File: src/rtl/loom_scan_pkg.sv
// Shared command and FSM state encodings for the multi-chain scan controller.
// Optional build macro LOOM_SCAN_PARITY_EN is consumed by loom_scan_lane.
package loom_scan_pkg;

  typedef enum logic [2:0] {
    CMD_NOP     = 3'd0,
    CMD_CAPTURE = 3'd1,
    CMD_RESTORE = 3'd2,
    CMD_SWAP    = 3'd3
  } scan_cmd_e;

  typedef enum logic [2:0] {
    ST_IDLE,
    ST_HALT,
    ST_SHIFT,
    ST_POST,
    ST_DONE
  } scan_state_e;

  // Codes 4..7 have no meaning and are rejected with an error completion.
  function automatic logic cmd_code_legal(input logic [2:0] code);
    return code <= 3'd3;
  endfunction

endpackage

File: src/rtl/loom_scan_lane.sv
// One scan lane: shift buffer, fill mux, scan_in mux and optional parity.
// Parity flops exist only when LOOM_SCAN_PARITY_EN is defined.
module loom_scan_lane
  import loom_scan_pkg::*;
#(
  parameter int DataWidth = 64
) (
  input  logic                 clk_i,
  input  logic                 rst_ni,
  input  logic                 load_i,
  input  logic [DataWidth-1:0] load_data_i,
  input  logic                 shift_i,
  input  scan_cmd_e            mode_i,
  input  logic                 scan_out_i,
  output logic                 scan_in_o,
  output logic [DataWidth-1:0] lane_o,
  output logic                 parity_o
);

  logic [DataWidth-1:0] lane_reg;
  logic                 fill;

  assign fill   = (mode_i == CMD_RESTORE) ? 1'b0 : scan_out_i;
  assign lane_o = lane_reg;

  always_ff @(posedge clk_i or negedge rst_ni) begin
    if (!rst_ni) begin
      lane_reg <= '0;
    end else if (load_i) begin
      lane_reg <= load_data_i;
    end else if (shift_i) begin
      lane_reg <= {lane_reg[DataWidth-2:0], fill};
    end
  end

  // Capture recirculates the chain so its contents survive the read.
  always_comb begin
    scan_in_o = 1'b0;
    if (shift_i) begin
      scan_in_o = (mode_i == CMD_CAPTURE) ? scan_out_i : lane_reg[DataWidth-1];
    end
  end

`ifdef LOOM_SCAN_PARITY_EN
  logic parity_reg;

  always_ff @(posedge clk_i or negedge rst_ni) begin
    if (!rst_ni) begin
      parity_reg <= 1'b0;
    end else if (load_i) begin
      parity_reg <= 1'b0;
    end else if (shift_i) begin
      parity_reg <= parity_reg ^ scan_out_i;
    end
  end

  assign parity_o = parity_reg;
`else
  assign parity_o = 1'b0;
`endif

endmodule

File: src/rtl/loom_scan_mchain_ctrl.sv
// Multi-chain scan controller: halts the DUT clock, shifts N bits per chain, resumes.
// Define LOOM_SCAN_PARITY_EN to get per-chain parity of shifted-out bits.
module loom_scan_mchain_ctrl
  import loom_scan_pkg::*;
#(
  parameter int NumChains  = 4,
  parameter int DataWidth  = 64,
  parameter int CountWidth = 16
) (
  input  logic                           clk_i,
  input  logic                           rst_ni,
  input  logic                           cmd_valid_i,
  output logic                           cmd_ready_o,
  input  logic [2:0]                     cmd_i,
  input  logic [CountWidth-1:0]          shift_count_i,
  input  logic [NumChains*DataWidth-1:0] shift_data_i,
  output logic [NumChains*DataWidth-1:0] shift_data_o,
  output logic                           busy_o,
  output logic                           done_o,
  output logic                           err_o,
  output logic                           scan_enable_o,
  output logic [NumChains-1:0]           scan_in_o,
  input  logic [NumChains-1:0]           scan_out_i,
  output logic                           clk_gate_en_o,
  output logic [NumChains-1:0]           parity_o
);

  scan_state_e           state_reg;
  scan_cmd_e             cmd_reg;
  logic [CountWidth-1:0] cnt_reg;
  logic                  ready_reg, busy_reg, done_reg, err_reg, sen_reg, gate_reg;

  logic accept, cmd_is_nop, cmd_ok, lane_load, lane_shift;

  assign accept     = cmd_valid_i & ready_reg;
  assign cmd_is_nop = (cmd_i == 3'd0);
  assign cmd_ok     = cmd_code_legal(cmd_i) && (shift_count_i != '0) &&
                      (32'(shift_count_i) <= 32'(DataWidth));
  assign lane_load  = accept & ~cmd_is_nop & cmd_ok;
  assign lane_shift = (state_reg == ST_SHIFT);

  assign cmd_ready_o   = ready_reg;
  assign busy_o        = busy_reg;
  assign done_o        = done_reg;
  assign err_o         = err_reg;
  assign scan_enable_o = sen_reg;
  assign clk_gate_en_o = gate_reg;

  // Outputs are registered alongside the state so the gate enable is glitch-free.
  always_ff @(posedge clk_i or negedge rst_ni) begin
    if (!rst_ni) begin
      state_reg <= ST_IDLE;
      cmd_reg   <= CMD_NOP;
      cnt_reg   <= '0;
      ready_reg <= 1'b1;
      busy_reg  <= 1'b0;
      done_reg  <= 1'b0;
      err_reg   <= 1'b0;
      sen_reg   <= 1'b0;
      gate_reg  <= 1'b1;
    end else begin
      done_reg <= 1'b0;
      err_reg  <= 1'b0;
      case (state_reg)
        ST_IDLE: begin
          if (accept && !cmd_is_nop) begin
            ready_reg <= 1'b0;
            busy_reg  <= 1'b1;
            if (cmd_ok) begin
              state_reg <= ST_HALT;
              cmd_reg   <= scan_cmd_e'(cmd_i);
              cnt_reg   <= shift_count_i;
              sen_reg   <= 1'b1;
              gate_reg  <= 1'b0;
            end else begin
              state_reg <= ST_DONE;
              done_reg  <= 1'b1;
              err_reg   <= 1'b1;
            end
          end
        end
        ST_HALT: begin
          state_reg <= ST_SHIFT;
          gate_reg  <= 1'b1;
        end
        ST_SHIFT: begin
          cnt_reg <= cnt_reg - 1'b1;
          if (cnt_reg == CountWidth'(1)) begin
            state_reg <= ST_POST;
            sen_reg   <= 1'b0;
            gate_reg  <= 1'b0;
          end
        end
        ST_POST: begin
          state_reg <= ST_DONE;
          gate_reg  <= 1'b1;
          done_reg  <= 1'b1;
        end
        ST_DONE: begin
          state_reg <= ST_IDLE;
          busy_reg  <= 1'b0;
          ready_reg <= 1'b1;
        end
        default: begin
          state_reg <= ST_IDLE;
          busy_reg  <= 1'b0;
          ready_reg <= 1'b1;
          sen_reg   <= 1'b0;
          gate_reg  <= 1'b1;
        end
      endcase
    end
  end

  genvar gi;
  generate
    for (gi = 0; gi < NumChains; gi++) begin : g_lane
      logic [DataWidth-1:0] load_data;

      assign load_data = (cmd_i == 3'd1) ? '0 : shift_data_i[gi*DataWidth +: DataWidth];

      loom_scan_lane #(
        .DataWidth(DataWidth)
      ) u_lane (
        .clk_i       (clk_i),
        .rst_ni      (rst_ni),
        .load_i      (lane_load),
        .load_data_i (load_data),
        .shift_i     (lane_shift),
        .mode_i      (cmd_reg),
        .scan_out_i  (scan_out_i[gi]),
        .scan_in_o   (scan_in_o[gi]),
        .lane_o      (shift_data_o[gi*DataWidth +: DataWidth]),
        .parity_o    (parity_o[gi])
      );
    end
  endgenerate

endmodule
File: config.mk
export PLATFORM = sky130hd
export DESIGN_NAME = loom_scan_mchain_ctrl
export DESIGN_NICKNAME = d
export VERILOG_FILES = /design/src/rtl/loom_scan_pkg.sv /design/src/rtl/loom_scan_lane.sv /design/src/rtl/loom_scan_mchain_ctrl.sv
export SDC_FILE = /design/constraint.sdc
export NUM_CORES = 1
export LEC_CHECK = 0
export CAP_MARGIN = 0
export CELL_PAD_IN_SITES_DETAIL_PLACEMENT = 1
export CELL_PAD_IN_SITES_GLOBAL_PLACEMENT = 1
export CORE_AREA = 2 2 215 217
export CTS_BUF_LIST = sky130_fd_sc_hd__clkbuf_8 sky130_fd_sc_hd__clkbuf_16
export CTS_CLUSTER_SIZE = 20
export DETAILED_ROUTE_END_ITERATION = 10
export DIE_AREA = 0 0 217 219
export GPL_ROUTABILITY_DRIVEN = 0
export PLACE_DENSITY_LB_ADDON = 0.1
export SYNTH_ARGS = -nofsm -noshare
export SYNTH_HDL_FRONTEND = slang
export SYNTH_SLANG_ARGS = --single-unit
File: constraint.sdc
create_clock -name clk_i -period 3.7 [get_ports clk_i]
set_input_delay 0.74 -clock clk_i [delete_from_list [all_inputs] [get_ports clk_i]]
set_output_delay 0.74 -clock clk_i [all_outputs]
set_load 0.01 [all_outputs]
==> results of run 1 <==
[logic make-up (layout without fill, tap and decap cells)]
family                   count (synthesis)  after routing
multiplexers                           515            515
AND/OR/NAND/NOR                        330            330
flip-flops                             284            284
buffers and inverters                  107            654
AO/OA/AOI/OAI                           56             56
adder cells (fa/ha/maj)                  2              2
XOR/XNOR                                 2              2
other                                    1             13
[routing by layer]
| metal | up-vias | global-route usage [%] |
|---|---|---|
| li1 | 5610 | - |
| met1 | 6076 | 26.31 |
| met2 | 298 | 38.33 |
| met3 | 71 | 6.445 |
| met4 | 8 | 7.900 |
| met5 | - | 0 |
[cells in the final DEF, fill, tap and decap left out, drive strengths merged, types with 2 or more instances in the layout]
master         synthesis  final
clkdlybuf4s50          0    546
a2111oi                5      5
or4                    4      4
mux2                   3      3
dfstp                  2      2
a211oi                 6      6
o211ai                 7      7
nand4                  5      5
o311ai                 2      2
a22oi                  4      4
o21ai                  7      7
mux2i                512    512
and4                   2      2
nand2                269    269
nand3                  5      5
clkbuf                41     43
a21o                   3      3
and3                   2      2
conb                   1      4
nor3                   4      4
nor2                  19     19
nor4                   3      3
a21oi                  6      6
inv                   10     25
a31oi                  2      2
diode                  0      9
and2                   2      2
or2                    2      2
dfrtp                282    282
buf                   56     39
o32ai                  3      3
ha                     2      2
nor3b                  3      3
or3                    5      5
[how the worst max path moves through the flow]
stage / from / to / cells after the start
after CTS: state_reg[1] / scan_in_o[0] / 4
after floorplan: state_reg[2] / scan_in_o[0] / 6
after global placement: cmd_i[2] / g_lane[3].u_lane.lane_o[37] / 7
final: state_reg[1] / scan_in_o[0] / 4
after global routing: state_reg[1] / scan_in_o[0] / 4
after detailed placement: cmd_i[2] / g_lane[1].u_lane.lane_o[56] / 7
[through the flow]
| step | worst slack [ps] | std cells |
|---|---|---|
| after floorplan | 1314 | 1300 |
| after global placement | 459.3 | 2388 |
| after detailed placement | 359.7 | 2388 |
| after CTS | 231.6 | 2447 |
| after global routing | 192.5 | 2454 |
| final | 330.4 | 2456 |
[worst reg2reg max path: stages, from the launching register on]
cell and delay (ps):
dfrtp_1 370, buf_4 180, nor3b_4 310, buf_12 450
buf_4 540, mux2i_1 280, mux2i_1 90
[area by class of cell]
type | count | area [sq um] | share of cell area [%]
clock buffer | 43 | 1008 | 4.576
inverter | 10 | 37.54 | 0.1703
sequential | 284 | 7109 | 32.26
timing repair buffer | 585 | 5991 | 27.18
clock inverter | 16 | 71.32 | 0.3236
multi-input combinational | 909 | 7048 | 31.98
antenna | 9 | 22.52 | 0.1022
tap | 600 | 750.7 | 3.406
[power breakdown]
part / leakage [nW] / internal [mW] / total, mW / switching [mW]
combinational: 4.58 / 0.431 / 0.760 / 0.329
sequential: 2.57 / 3.16 / 3.20 / 0.0390
clock: 0.581 / 1.92 / 3.29 / 1.37
total: 7.73 / 5.51 / 7.25 / 1.74
==> run metrics, run 1 <==
post-cts sizing count=0; Fillers=a little under 5000; hold buffer count at cts=0; CTS max path bufs=3; r2r endpoint=g_lane[3].u_lane.lane_o[24]; Worst Hold Class=input pin to asynchronous set/reset pin; Cell variety after synth=57; max cap viols=0; Clock Tree Root=clkbuf_16; DIE WIDTH=217 um; DR iter-0 viols=approximately 500; die area=0.04752 sq mm; CP max FO=18; vias per cell=around 4.9; critical path's slowest cell=clkdlybuf4s50_1; max reg flops=256; Synth async-reset ratio=between 90% and 100%; actual slew at the worst max-slew pin=about 730 ps; CP Launch Type=register; number of setup violations in the final report=0; Synth Flop Type=dfrtp_1; row count=78; worst hold slack=between 150 and 200 ps; Synth top cells by count=512 x mux2i_1, 282 x dfrtp_1, 269 x nand2_1; ANT nets after route=0; worst-path cell chain=or3b_1 > buf_4 > nor2_1 > clkdlybuf4s50_1; clk_skew=17.31 ps; DP Area=0.02094 sq mm; clock latency at the later pin of the worst-skew pair=~550 ps; Post-synth EDFFs=0; layout cells sized above 1=5.522%; Slew HR=slightly above 50%; setup TNS=0 ps; status=completed; YS warnings=0; post-layout min period=~3400 ps; Final Util=48.88%; most frequent cell after synthesis=mux2i_1; Max Clk Rate=296.8 MHz; chip height=about 220 um; CTS tree=done; final WL=54070 um; Clock Sink Count=284; Syn Inst Count=1297; Syn-to-layout area delta=49.17%; vias in the first global route=13230; WP data arrival=2630 ps; Post-CTS Setup Bufs=0; drc violations=0; global-route congestion overflow total=0; Adder-Cell Fraction of Synth Area=less than 1%; kind of critical path=register to output pin; Synth Area in Compound Gates=roughly 2.9%; Layout Cell Area excl Fill=0.02204 sq mm; Bufs and invs on worst path=2; CP endpoint kind=output pin; port bufs=~550; fin nets=2110; total power=around 7.2 mW; maximum VDD drop=approximately 220 uV; largest area contributor in the netlist=dfrtp_1; Avg WL per Cell=22.02 um; #FFs+latches synth=between 200 and 300; Core ar.=0.04509 sq mm; largest cells by area after synthesis=dfrtp_1 48%, mux2i_1 35%, nand2_1 6.8%; clock slew at the register clock pins of the worst setup and hold paths=~60 ps; sequential area share after synthesis=~48%; routed vias=about 12000; starting density of the core=roughly a third; total global-route track usage=about 22%; CP delay by family, top=buffers and inverters; fin. max-slew vios=0; Synth top area share=approximately 48%; first-pass GRT wire length=80920 um; top layer in use=met5; post-synthesis mux area share=34.92%; pin count of the biggest net entering global routing=88; RSZ-0062 raised after global routing=false; largest family of logic cells by synthesized area=multiplexers; worst flop-to-flop path startpoint=state_reg[2]; DP HPWL=39540 um; crit share post-route=91.07%; mapped cell area=between 0.01 and 0.015 sq mm; Critical Path RT=roughly 3000 ps; xor-xnor portion of the synthesized cell area=0.1186%; Initial DRT Pass Iterations=4; crit-path max cell delay=650 ps; cts bufs inserted=36; pwr/cell area=approximately 330 mW/mm^2; Reg2Reg Depth=6; I/O pin count=around 550; initial antenna violation count=13; Met3 Wirelength=~3600 um; WL met1=approximately 22000 um; LEAKAGE=slightly below 8 nW; Final Hold Fails=0; metal2 WL=about 27000 um; simple-gate portion of the synthesized area=9.392%; synthesized area per cell=roughly 11 sq um; R2R Setup Slk=1360 ps; H-Tree Depth=2
Power figures use the tool's default switching activity.
==> run 2, diff against run 1 <==
Settings changed: DONT_BUFFER_PORTS set to 1.
==> run metrics, run 2 (synthesis results as in run 1) <==
status=finished, violations left; failing checks=hold timing; Syn-to-layout area delta=11.25%; Max Clk Rate=around 330 MHz; vias in the first global route=between 10000 and 15000; combinational share of power=3.4%; setup TNS=0 ps; Fillers=~4900; worst hold slack=-98.32 ps; drc violations=0; post-layout min period=between 3000 and 4000 ps; pwr/cell area=around 430 mW/mm^2; cts bufs inserted=37; CTS max path bufs=3; H-Tree Depth=2; Core ar.=between 0.04 and 0.05 sq mm; clock latency at the later pin of the worst-skew pair=between 500 and 600 ps; RSZ-0062 raised after global routing=false; pre-CTS WS=between 700 and 800 ps; Worst Hold Class=input pin to asynchronous set/reset pin; number of setup violations in the final report=0; NetSw=about 1.6 mW; Seq pwr share=between 40% and 50%; I/O pin count=552; LEAKAGE=5.393 nW; Critical Path RT=about 3000 ps; switch share=around a quarter; port bufs=0; die area=about 0.048 sq mm; vias per cell=roughly 5.3; initial antenna violation count=3; global-route congestion overflow total=0; clock slew at the register clock pins of the worst setup and hold paths=60 ps; most frequent cells in the layout=512 x mux2i_1, 282 x dfrtp_1, 268 x nand2_1; Slew HR=roughly 30%; first-pass GRT wire length=between 70000 and 80000 um; starting density of the core=approximately a third; Final Hold Fails=95; Avg WL per Cell=around 26 um; actual slew at the worst max-slew pin=between 1000 and 1500 ps; pin count of the biggest net entering global routing=285; non-filler cells, final=approximately 1900; CP Launch Type=register; DR iter-0 viols=roughly 550; layout cells sized above 1=around 6.9%; final WL=48230 um; total power=around 7.1 mW; DIE WIDTH=~220 um; ANT nets after route=0; CP max FO=11; Post-CTS Setup Bufs=0; WP data arrival=~2300 ps; kind of critical path=register to output pin; chip height=approximately 220 um; row count=78; Initial DRT Pass Iterations=4; fin nets=1543; commonest non-fill, non-tap cell in the layout=mux2i_1; DP Cell Count=about 1800; CTS tree=done; max reg flops=256; CP endpoint kind=output pin; post-cts sizing count=0; Worst Slack Setup Final=approximately 640 ps; DP HPWL=around 34000 um; max cap viols=0; crit share post-route=between 80% and 90%; fin. max-slew vios=0; Clock Tree Root=clkbuf_16; clock power share=around half; maximum VDD drop=262.6 uV; total global-route track usage=19.54%; routed vias=9956; clk_skew=13.91 ps; Clock Sink Count=~280; Int Power=5.424 mW
==> run 2: power by group through the flow <==
stage	logic (mW)	registers (mW)	clock network, mW
floorplan	0.196	3.26	0
global placement	0.234	3.30	0
detailed placement	0.245	3.30	0
CTS	0.246	3.24	3.72
global route	0.275	3.25	3.83
finish	0.239	3.24	3.59
==> run 2: path summary, 6_finish.rpt <==
path / from / endpoint / slack (ps) / cells after the start
max: state_reg[2] / scan_in_o[0] / 640 / 2
min: rst_ni / g_lane[1].u_lane.lane_o[9] / -100 / 0
max reg2reg: state_reg[2] / cnt_reg[4] / 1190 / 5
min reg2reg: cmd_reg[2] / cmd_reg[2] / 530 / 1
max in group asynchronous: rst_ni / g_lane[0].u_lane.lane_o[8] / 3040 / 0
min in group clk_i: shift_data_i[242] / g_lane[3].u_lane.lane_o[50] / 330 / 2
==> run 2: worst max-delay path, cell delays in order (launching register included) <==
cell and delay, ps:
dfrtp_1 540, or3b_1 710, nor2_1 530
==> run 2: layout make-up <==
type                            instances  area (sq um)  share of cell area (%)
Multi-Input combinational cell        909          7048                   42.88
Clock buffer                           49          1114                   6.775
Sequential cell                       284          7109                   43.26
Timing Repair Buffer                   17         265.3                   1.614
Inverter                               10         37.54                  0.2284
Antenna cell                            3         7.507                 0.04568
Tap cell                              600         750.7                   4.568
Clock inverter                         17         103.9                  0.6319
==> run 2: through the flow <==
step	instance area, sq um	util (%)
detailed placement	15210	33.74
CTS	16430	36.44
global route	16440	36.45
global placement	15210	33.74
floorplan	14790	-
finish	16440	36.45
==> run 2: routing by layer <==
layer  track usage [%]  share of wire, %  vias up
li1                  -                 -     4485
met4             6.370               2.3        0
met1             22.60                38     5065
met5                 0                 0        -
met2             32.50                49      343
met3             8.441                10       63
